$ cat src/rtl/branch_pkg.sv
`default_nettype none
// ============================================================================
//  Module      : branch_pkg
//  Description : Shared definitions for the branch unit: operation encodings,
//                ALU flag bit positions, FSM state type and the condition
//                evaluation helper.
//  Revision    : 1.0 - initial release
// ============================================================================
package branch_pkg;

    // Operation encodings carried on br_op; 11..15 are illegal.
    localparam logic [3:0] c_OP_B    = 4'd0;
    localparam logic [3:0] c_OP_BZ   = 4'd1;
    localparam logic [3:0] c_OP_BNZ  = 4'd2;
    localparam logic [3:0] c_OP_BCY  = 4'd3;
    localparam logic [3:0] c_OP_BNCY = 4'd4;
    localparam logic [3:0] c_OP_BS   = 4'd5;
    localparam logic [3:0] c_OP_BNS  = 4'd6;
    localparam logic [3:0] c_OP_BV   = 4'd7;
    localparam logic [3:0] c_OP_BNV  = 4'd8;
    localparam logic [3:0] c_OP_CALL = 4'd9;
    localparam logic [3:0] c_OP_RET  = 4'd10;

    // Bit positions inside the 4-bit flag word.
    localparam int c_FLAG_C = 3;
    localparam int c_FLAG_Z = 2;
    localparam int c_FLAG_S = 1;
    localparam int c_FLAG_V = 0;

    typedef enum logic [0:0] {
        ST_IDLE     = 1'b0,
        ST_REDIRECT = 1'b1
    } state_t;

    // Taken decision for the plain and conditional branches only; call and
    // ret are resolved by the caller because they depend on RAS state.
    function automatic logic cond_taken(input logic [3:0] op, input logic [3:0] flags);
        logic taken;
        taken = 1'b0;
        case (op)
            c_OP_B    : taken = 1'b1;
            c_OP_BZ   : taken =  flags[c_FLAG_Z];
            c_OP_BNZ  : taken = !flags[c_FLAG_Z];
            c_OP_BCY  : taken =  flags[c_FLAG_C];
            c_OP_BNCY : taken = !flags[c_FLAG_C];
            c_OP_BS   : taken =  flags[c_FLAG_S];
            c_OP_BNS  : taken = !flags[c_FLAG_S];
            c_OP_BV   : taken =  flags[c_FLAG_V];
            c_OP_BNV  : taken = !flags[c_FLAG_V];
            default   : taken = 1'b0;
        endcase
        return taken;
    endfunction

endpackage
`default_nettype wire

$ cat src/rtl/branch_ras.sv
`default_nettype none
// ============================================================================
//  Module      : branch_ras
//  Description : Circular return-address stack. A push while full overwrites
//                the oldest entry; a pop while empty changes nothing. Both
//                events raise sticky indicators that clear only on reset.
//  Ports       : clk, rst        - clock / synchronous active-high reset
//                push, push_data - push request and return address
//                pop             - pop request
//                top             - most recently pushed entry
//                empty           - no valid entries
//                ovf, unf        - sticky overflow / underflow
//  Revision    : 1.0 - initial release
// ============================================================================
module branch_ras #(
    parameter int ADDR_W    = 32,
    parameter int RAS_DEPTH = 4
) (
    input  logic              clk,
    input  logic              rst,
    input  logic              push,
    input  logic [ADDR_W-1:0] push_data,
    input  logic              pop,
    output logic [ADDR_W-1:0] top,
    output logic              empty,
    output logic              ovf,
    output logic              unf
);

    localparam int               c_PTR_W     = $clog2(RAS_DEPTH);
    localparam logic [c_PTR_W:0] c_DEPTH_CNT = (c_PTR_W + 1)'(RAS_DEPTH);

    logic [ADDR_W-1:0]  r_mem [RAS_DEPTH];
    logic [c_PTR_W-1:0] r_sp;       // next write slot; wraps naturally
    logic [c_PTR_W:0]   r_cnt;      // number of valid entries
    logic               r_ovf;
    logic               r_unf;
    logic [c_PTR_W-1:0] w_top_idx;
    logic               w_full;

    assign w_top_idx = r_sp - c_PTR_W'(1);
    assign w_full    = (r_cnt == c_DEPTH_CNT);
    assign empty     = (r_cnt == '0);
    assign top       = r_mem[w_top_idx];
    assign ovf       = r_ovf;
    assign unf       = r_unf;

    // When full, the slot at r_sp holds the oldest entry, so writing there and
    // advancing the pointer is exactly the overwrite-oldest behaviour.
    always_ff @(posedge clk) begin
        if (rst) begin
            r_sp  <= '0;
            r_cnt <= '0;
            r_ovf <= 1'b0;
            r_unf <= 1'b0;
        end else if (push) begin
            r_mem[r_sp] <= push_data;
            r_sp        <= r_sp + c_PTR_W'(1);
            if (w_full) begin
                r_ovf <= 1'b1;
            end else begin
                r_cnt <= r_cnt + (c_PTR_W + 1)'(1);
            end
        end else if (pop) begin
            if (empty) begin
                r_unf <= 1'b1;
            end else begin
                r_sp  <= w_top_idx;
                r_cnt <= r_cnt - (c_PTR_W + 1)'(1);
            end
        end
    end

endmodule
`default_nettype wire

$ cat src/rtl/branch_unit.sv
`default_nettype none
// ============================================================================
//  Module      : branch_unit
//  Description : Resolves branch/call/ret instructions against the stored ALU
//                flags (with same-cycle bypass of a flag write), manages the
//                return-address stack and issues a one-cycle registered
//                redirect/flush pulse for every taken branch.
//  Ports       : clk, rst                - clock / synchronous active-high reset
//                flag_we, flag_in        - ALU flag update {C,Z,S,V}
//                br_valid, br_op         - instruction presented and its opcode
//                br_target, pc_next_seq  - target and return address
//                br_ready                - instruction accepted this cycle
//                redirect, redirect_pc   - PC override strobe and new PC
//                flush                   - kill younger fetched instruction
//                flags_q                 - stored flags
//                ras_ovf, ras_unf        - sticky RAS overflow / underflow
//  Revision    : 1.0 - initial release
// ============================================================================
import branch_pkg::*;

module branch_unit #(
    parameter int ADDR_W    = 32,
    parameter int RAS_DEPTH = 4
) (
    input  logic              clk,
    input  logic              rst,
    input  logic              flag_we,
    input  logic [3:0]        flag_in,
    input  logic              br_valid,
    input  logic [3:0]        br_op,
    input  logic [ADDR_W-1:0] br_target,
    input  logic [ADDR_W-1:0] pc_next_seq,
    output logic              br_ready,
    output logic              redirect,
    output logic [ADDR_W-1:0] redirect_pc,
    output logic              flush,
    output logic [3:0]        flags_q,
    output logic              ras_ovf,
    output logic              ras_unf
);

    state_t            r_state;
    logic [3:0]        r_flags;
    logic [ADDR_W-1:0] r_redirect_pc;

    logic [3:0]        w_flags_eff;
    logic              w_accept;
    logic              w_taken;
    logic              w_push;
    logic              w_pop;
    logic [ADDR_W-1:0] w_target;
    logic [ADDR_W-1:0] w_ras_top;
    logic              w_ras_empty;

    // A flag write in the same cycle as the branch is visible to it.
    assign w_flags_eff = flag_we ? flag_in : r_flags;

    assign br_ready    = (r_state == ST_IDLE);
    assign w_accept    = br_valid && br_ready;
    assign w_push      = w_accept && (br_op == c_OP_CALL);
    assign w_pop       = w_accept && (br_op == c_OP_RET);
    assign w_target    = (br_op == c_OP_RET) ? w_ras_top : br_target;

    always_comb begin
        w_taken = 1'b0;
        case (br_op)
            c_OP_CALL : w_taken = 1'b1;
            c_OP_RET  : w_taken = !w_ras_empty;
            default   : w_taken = cond_taken(br_op, w_flags_eff);
        endcase
    end

    branch_ras #(
        .ADDR_W    (ADDR_W),
        .RAS_DEPTH (RAS_DEPTH)
    ) u_ras (
        .clk       (clk),
        .rst       (rst),
        .push      (w_push),
        .push_data (pc_next_seq),
        .pop       (w_pop),
        .top       (w_ras_top),
        .empty     (w_ras_empty),
        .ovf       (ras_ovf),
        .unf       (ras_unf)
    );

    always_ff @(posedge clk) begin
        if (rst) begin
            r_state       <= ST_IDLE;
            r_flags       <= 4'b0000;
            r_redirect_pc <= '0;
        end else begin
            if (flag_we) begin
                r_flags <= flag_in;
            end
            case (r_state)
                ST_IDLE: begin
                    if (w_accept && w_taken) begin
                        r_state       <= ST_REDIRECT;
                        r_redirect_pc <= w_target;
                    end
                end
                ST_REDIRECT: r_state <= ST_IDLE;
                default:     r_state <= ST_IDLE;
            endcase
        end
    end

    // Outputs come straight from registers: no path from br_valid to redirect.
    assign redirect    = (r_state == ST_REDIRECT);
    assign flush       = (r_state == ST_REDIRECT);
    assign redirect_pc = r_redirect_pc;
    assign flags_q     = r_flags;

endmodule
`default_nettype wire

$ cat config.mk
export PLATFORM = sky130hd
export DESIGN_NAME = branch_unit
export DESIGN_NICKNAME = d
export VERILOG_FILES = /design/src/rtl/branch_pkg.sv /design/src/rtl/branch_ras.sv /design/src/rtl/branch_unit.sv
export SDC_FILE = /design/constraint.sdc
export NUM_CORES = 1
export LEC_CHECK = 0
export CAP_MARGIN = 20
export CELL_PAD_IN_SITES_DETAIL_PLACEMENT = 0
export CELL_PAD_IN_SITES_GLOBAL_PLACEMENT = 2
export CORE_UTILIZATION = 40
export DETAILED_ROUTE_END_ITERATION = 6
export PLACE_DENSITY_LB_ADDON = 0.3
export SYNTH_ARGS = -nofsm -noshare
export SYNTH_HDL_FRONTEND = slang
export SYNTH_HIERARCHICAL = 1
export SYNTH_SLANG_ARGS = --single-unit
$ cat constraint.sdc
create_clock -name clk -period 7.9 [get_ports clk]
set_input_delay 2.37 -clock clk [delete_from_list [all_inputs] [get_ports clk]]
set_output_delay 2.37 -clock clk [all_outputs]
set_load 0.005 [all_outputs]
* Word level (Yosys, flattened, before mapping)
Memories as Yosys holds them, arrays and structs flattened.
Cells that the tools add are included.
** Storage, ports and cells
- Memory bits (writable) :: 128
- Input bits :: 76
- Memories :: 1
- Output and inout port bits :: 41
- Bits in registers :: 44
** Memory list
- u_ras.r_mem :: depth 4, bits a word 32, read ports 1, clocked after memory_dff 0, write ports 1, line branch_ras.sv:33 : logic [ADDR_W-1:0] r_mem [RAS_DEPTH];
** Cells by class
- Mux-type cells :: 16
- Add/sub/neg operators :: 4
- Bitwise operators :: 2
- Reduce and logical (&&, ||, !) cells :: 17
- Eq/ne operators :: 13
** Operators by type and width (number)
- two-way mux 32 bit :: 1
- == test 4 x 3 -> 1 bit, second input constant :: 4
- == test 4 bit, second input constant :: 3
- two-way mux 3 bit :: 4
- case mux 1 bit (9 select lines) :: 1
- == test 4 x 2 -> 1 bit, second input constant :: 2
- two-way mux 2 bit :: 3
- AND reduction 2 bit :: 3
- AND reduction 3 bit :: 2
- zero test 1 bit :: 5
- == test 4 x 1 -> 1 bit, second input constant :: 1
- logical AND 1 bit :: 4
- zero test 4 bit :: 1
- two-way mux 1 bit :: 4
- two-way mux 4 bit :: 1
- case mux 1 bit (2 select lines) :: 2
- adder 3 x 1 -> 3 bit, second input constant :: 1
- == test 3 bit, second input constant :: 1
- zero test 3 bit :: 1
- subtractor 3 x 1 -> 3 bit, second input constant :: 1
- adder 2 x 1 -> 2 bit, second input constant :: 1
- inequality test 2 x 1 -> 1 bit, second input constant :: 1
- inequality test 2 bit, second input constant :: 1
- inverter 1 bit :: 2
- 2 further kinds :: 2

* Longest topological paths before layout
Gate-level depths: netlist of the first run.
- Word-level depth :: 7
- Depth in mapped cells :: 11

* Modules after synthesis
Netlist of the first run, hierarchy kept.
** By module, submodules not included
- branch_ras :: sequential area each 3983.8 um^2, times used 1, cells each 221, area an instance 5046.1 um^2
- branch_unit :: sequential area each 740.7 um^2, times used 1, cells each 259, area an instance 2026.9 um^2

* Worst setup path before layout of the first run
No wires, ideal clock.
- Kind :: input -> register
- Start :: input br_valid
- End :: memory u_ras.r_mem[0][0] (enable)
- Buffers on the path :: 1
- Cell stages on the path :: 6
- Path slack :: 3.000 ns
- Setup time :: 0.392 ns
- Arrival time :: 4.507 ns
- Cells stage by stage :: nand2_1 -> nor4_1 -> clkbuf_1 -> inv_1 -> nor2_1 -> and2_1
** On the way
- Word-level cells in the longest chain between the ends :: 5
** RTL lines
- from (decl) :: line branch_unit.sv:29 : input logic br_valid,
- logical AND 1 bit :: line branch_unit.sv:59 : assign w_accept = br_valid && br_ready;
- logical AND 1 bit :: line branch_unit.sv:60 : assign w_push = w_accept && (br_op == c_OP_CALL);
- via w_push :: line branch_unit.sv:49 : logic w_push;
- two-way mux 1 bit :: line branch_ras.sv:56 : end else if (push) begin
- two-way mux 1 bit :: line branch_ras.sv:51 : if (rst) begin
- two-way mux 1 bit (not written as such) :: line branch_ras.sv:57 : r_mem[r_sp] <= push_data;
- to (decl) :: line branch_ras.sv:33
The timed path passes the listed nets, and every way through them passes these cells.

* Worst setup path after layout of the first run
- Start :: input br_valid
- End :: memory u_ras.r_mem[0][24] (enable)
The elaborated chain is that of the path after synthesis.

==> results of run 1 <==
[synth_stat cells (all sizes together), types with 2 or more instances]
cell type / instances
a21oi: 2
a221oi: 33
a31oi: 6
and2: 4
buf: 18
clkbuf: 18
dfxtp: 44
edfxtp: 128
ha: 4
inv: 8
mux2i: 4
mux4: 33
nand2: 37
nand2b: 4
nor2: 78
o21ai: 34
o22ai: 3
or3: 3
[cell type report]
type                       instances  area share
clock inverter                    11      0.0106
multi-input combinational        264       0.241
timing repair buffer             123       0.137
tap                              225      0.0314
inverter                           8     0.00335
clock buffer                      21      0.0502
sequential                       172       0.527
[final timing paths]
kind	startpoint	end	slack, ns
max	br_valid	u_ras/r_mem[0][24]	3.15
min	u_ras/ovf	u_ras/ovf	0.49
max reg2reg	u_ras/r_sp[0]	redirect_pc[22]	4.83
min reg2reg	u_ras/ovf	u_ras/ovf	0.49
[per-layer routing]
layer | vias up | global-route usage
li1 | 2051 | -
met1 | 2159 | 0.253
met2 | 137 | 0.281
met3 | 9 | 0.0375
met4 | 0 | 0.0605
met5 | - | 0
[state kept, by name (all words and copies together) (netlist names)]
signal	count
u_ras/r_mem	128
u_ras/ovf	1
flags_q	4
u_ras/r_cnt	3
redirect_pc	32
flush	1
u_ras/r_sp	2
u_ras/unf	1
[metrics by stage]
stage	hold WS (ns)	total power, mW	utilization	cell area, sq um	worst slack [ns]
global placement	0.489	1.19	0.485	8390	2.28
finish	0.492	1.94	0.519	8970	3.15
detailed placement	0.487	1.19	0.485	8390	2.16
global route	0.535	2.01	0.519	8970	2.89
CTS	0.502	1.95	0.517	8940	2.60
floorplan	0.461	1.09	-	7070	3.00
[power groups by stage]
stage / Clock [mW] / Sequential [mW] / Combinational (mW)
floorplan: 0 / 1.02 / 0.0728
CTS: 0.783 / 0.999 / 0.171
global route: 0.821 / 1.00 / 0.188
global placement: 0 / 1.02 / 0.169
finish: 0.766 / 0.998 / 0.173
detailed placement: 0 / 1.02 / 0.170
[worst max-delay path: stages]
cell and delay, ns:
clkdlybuf4s50_1 0.45, nand2_1 0.19, nor4_2 0.53, inv_1 0.20, nor2_1 0.23, and2_2 0.79
[kinds of logic (layout without fill, tap and decap cells)]
family | Yosys count | count (layout)
compound gates | 88 | 88
xor+xnor | 1 | 1
fa+ha+maj | 5 | 5
buf+inv | 44 | 163
flops | 172 | 172
mux | 38 | 38
simple gates | 132 | 132
==> metrics.yaml, run 1 <==
reg2reg_depth: 9
core_sq_um: 17300
met1_length_microns: 7100
crit_arrival_ns: 4.79
wl_met2_microns: 7330
syn_inst: 480
yosys.area_share.xor_xnor: 0.00124
multi_input_area_sq_um: 2160
synth_compound_area_frac: 0.0996
die_area_sq_um: 18200
switching_share: 0.213
hold_depth: 2
path_max_fanout: 32
cts_hold_buf: 0
finalWirelength_microns: 15500
grt_pass1_vias: 4296
hold_path_class: "flop to flop"
yosysWarnings: 6
htreeDepth: 4
io_pins: 117
nNetsFinal: 667
drtAntennaViolNets: 0
outcome: "finished, final reports clean"
fin_crit_ns: 4.75
p_leak_nw: 2.85
yosysTopAreaCellShare: 0.543
mappedNetlistArea_sq_um: 7070
slew_headroom: 0.309
hold_viol_final: 0
synth_simple_gate_area_share: 0.0800
layoutNonFillerInstCount: 824
seqCellArea_sq_um: 4730
most-common-layout-cells: "128 x edfxtp_1, 115 x clkdlybuf4s50_1, 77 x nor2_1"
numPortBuffers: 116
via_count: 4356
final_common_cell: "edfxtp_1"
final-max-slew-violation-count: 0
viasPerCell: 5.29
dr.pass1.iters: 5
wl_met3_microns: 932
overflow: 0
setup_viol: 0
clock_skew_ns: 0.0134
syn_nets: 561
avgSynthCellArea_sq_um: 14.7
crit_required_ns: 7.94
synth_cell_type_count: 44
insertion_delay_ns: 0.42
synth_top_family_by_area: "multiplexers"
pwr-share-comb: 0.089
synthMuxAreaShare: 0.112
maxCapViolations: 0
drc: 0
antenna_found_initial: 0
rsz0062_at_grt: "false"
ys.flop_type: "edfxtp_1"
yosys.area_share.adder: 0.00991
synth.area.top_cells: "edfxtp_1 54%, dfxtp_1 12%, mux4_2 11%"
worst_pin_slew_ns: 1.04
clock_power_share: 0.395
dp_hpwl_microns: 9720
drive_above_1_share: 0.159
initial_core_util: 0.409
ctsRootBufferMaster: "clkbuf_16"
cp-end-kind: "flop"
ys_seq_area_frac: 0.668
dieWidth_microns: 135
path_class: "input pin to flop"
areaGrowthSynthToFinish_pct: 26.9
synth-edff-count: 128
async_flop_share: 0
fill_cells: 1470
clkTransAtPathRegs_ns: 0.06
yosysTopAreaCell: "edfxtp_1"
post-route-period-util: 0.601
clock-sinks: 172
clock_path_buffers: 2
switching_power_mw: 0.412
setup_tns_ns: 0
grt_usage: 0.181
top_layer: "met4"
die_y_microns: 135
grt_max_degree: 67
synth_seq_cells: 172
antenna_cells: 0
p_int_mw: 1.52
cts_setup_buffers: 0
cp-start-kind: "input pin"
placed_cells: 790
cts_buffers: 17
ctsResizeCount: 0
place_congestion: 0.788
cts_tree: "yes"
max_freq_mhz: 211
drtIter0Drc: 251
wl_per_cell_microns: 18.8
power_frac_seq: 0.515
ir_drop_mv: 0.177
rows: 48
grt_pass1_wl_microns: 24400
powerDensity_nw_per_um2: 216
Power figures use the tool's default switching activity.
==> run 2, diff against run 1 <==
- CORE_UTILIZATION: 40 -> 34
- clock period: 7.9 -> 3.9 ns (I/O delays scaled with it)
==> run 2 against run 1 <==
Against the previous run:
- register-to-register slack worse by 3.6 ns
- cell count is 6.7% higher
- die area is 17% higher
- power is 100% higher
- global-route usage is 3.1 points lower
- sequential share of layout area is 0.93 points lower
- routed wire length is 0.27% higher
- combinational power is 100% higher
- flip-flop and latch count stayed put
- setup slack worse by 2.5 ns
- via count is 2.2% lower
- critical endpoint is now redirect_pc[29]
- largest cell class unchanged
- largest power group unchanged
==> metrics.yaml, run 2 (synthesis gave the netlist of run 1 again) <==
final_area_sq_um: 9140  # +1.8%
ctsResizeCount: 0  # unchanged
clock-sinks: 172  # unchanged
crit_arrival_ns: 3.51  # -1.28 ns
power_frac_seq: 0.518  # +0.003
ctsRootBufferMaster: "clkbuf_16"
drtAntennaViolNets: 0  # unchanged
cts_hold_buf: 0  # unchanged
final-max-slew-violation-count: 0  # unchanged
final_common_cell: "edfxtp_1"
maxCapViolations: 0  # unchanged
holdWs_ns: 0.495  # +0.00341 ns
finalWirelength_microns: 15500  # +0.27%
antenna_cells: 0  # unchanged
drive_above_1_share: 0.166  # +0.00725
hp-start: "u_ras/ovf"
grt_pass1_vias: 4423  # +3.0%
p_int_mw: 3.03  # +99%
cts_tree: "yes"
outcome: "finished, final reports clean"
drc: 0  # unchanged
clock_skew_ns: 0.0118  # -0.00162 ns
path_max_fanout: 32  # unchanged
ir_drop_mv: 0.280  # +59%
grt_usage: 0.150  # -0.0306
die_y_microns: 146  # +8.3%
r2r-start: "u_ras/r_sp[1]"
critPathMaxStageDelay_ns: 0.58  # -0.21 ns
largest_reg_flops: 128  # unchanged
insertion_delay_ns: 0.42  # about the same
dr.pass1.iters: 4  # -1
setup_tns_ns: 0  # unchanged
drtIter0Drc: 280  # +12%
nNetsFinal: 677  # +1.5%
rows: 52  # +8.3%
post-route-period-util: 0.831
max_freq_mhz: 308
clkTransAtPathRegs_ns: 0.07  # about the same
total_power_mw: 3.90  # +100%
htreeDepth: 4  # unchanged
antenna_found_initial: 0  # unchanged
placedInstanceArea_sq_um: 8600  # +2.4%
cts_setup_buffers: 0  # unchanged
path_class: "input pin to flop"
crit_slowest_cell: "clkdlybuf4s50_1"
fin_util: 0.450  # -0.0688
place_congestion: 0.751  # -4.7%
fin_crit_ns: 3.24
dieWidth_microns: 146  # +8.3%
switching_power_mw: 0.877  # +110%
areaGrowthSynthToFinish_pct: 29.2
fill_cells: 1833  # +25%
via_count: 4262  # -2.2%
grt_max_degree: 46  # -31%
hold_path_class: "flop to flop"
cp-end-kind: "flop"
p_leak_nw: 2.91  # +2.2%
multi_input_area_sq_um: 2160  # -0.29%
initial_core_util: 0.348  # -0.0605
slew_headroom: 0.548  # +0.239
overflow: 0  # unchanged
clock_path_buffers: 2  # unchanged
worst_pin_slew_ns: 0.678  # -0.359 ns
grt_pass1_wl_microns: 24200  # -0.74%
wl_per_cell_microns: 17.7  # -6.0%
rsz0062_at_grt: "false"
viasPerCell: 4.85  # -8.3%
dp_hpwl_microns: 10300  # +5.7%
clock_power_share: 0.393  # -0.002
most-common-layout-cells: "128 x edfxtp_1, 115 x clkdlybuf4s50_1, 77 x nor2_1"
seqCellArea_sq_um: 4730  # unchanged
switching_share: 0.225  # +0.0118
core_sq_um: 20300  # +17%
powerDensity_nw_per_um2: 427  # +98%
setup_viol: 0  # unchanged
crit_chain: "clkdlybuf4s50_1 -> mux4_2 -> o22a_2 -> or3b_4 -> a31oi_4 -> buf_12 -> a221oi_1"
regMostFlops: "u_ras/r_mem"
io_pins: 117  # unchanged
hold_viol_final: 0  # unchanged
crit_required_ns: 4.17  # -3.77 ns
cts_buffers: 17  # unchanged
crit_path_start: "br_op[2]"
die_area_sq_um: 21400  # +17%
pwr-share-comb: 0.089  # about the same
numPortBuffers: 116  # unchanged
cp-start-kind: "input pin"
## run 2: cell count changes in the layout (fill, tap and decap cells not counted), sizes merged
cell / before / now
bufinv: 1 / 0
clkbuf: 21 / 18
inv: 9 / 15
clkinvlp: 4 / 1
buf: 8 / 18
clkinv: 5 / 6
## run 2: final timing paths
kind                                         to  slack, ns  cells after the start
worst max-delay path            redirect_pc[29]       0.66                      7
worst min-delay path                  u_ras/ovf       0.50                      2
worst max register to register  redirect_pc[11]       1.28                      8
worst min register to register        u_ras/ovf       0.50                      2
## run 2: critical path: cells and delay by family
family / cells / cell delay, ns
muxes: 1 / 0.53
buffers and inverters: 2 / 0.82
and+or+nand+nor: 1 / 0.40
AOI/OAI and AO/OA: 3 / 0.60
## run 2: cell type report
type,count,share of cell area
inverter,8,0.00329
sequential,172,0.517
timing repair buffer,133,0.147
clock buffer,18,0.0470
tap,270,0.0370
multi-input combinational,264,0.236
clock inverter,14,0.0121
## run 2: power by group through the flow
| stage | Combinational, mW | Clock [mW] | Sequential, mW |
|---|---|---|---|
| 3_3_place_gp | 0.342 | 0 | 2.06 |
| 3_5_place_dp | 0.348 | 0 | 2.06 |
| 2_1_floorplan | 0.147 | 0 | 2.06 |
| 6_report | 0.346 | 1.53 | 2.02 |
| 4_1_cts | 0.349 | 1.57 | 2.02 |
| 5_1_grt | 0.374 | 1.65 | 2.03 |
## run 2: stage by stage
stage,std cells,worst slack (ns)
after floorplan,480,0.200
after global placement,847,0.302
after detailed placement,847,0.213
after CTS,879,0.659
after global routing,879,0.571
final,879,0.658
## run 2: routing by layer
metal	part of all wire	GRT usage	wire [microns]	vias up
li1	-	-	-	2078
met1	0.46	0.203	7130	2058
met2	0.47	0.235	7370	119
met3	0.058	0.0416	907	7
met4	0.0080	0.0453	125	0
met5	0	0	0	-
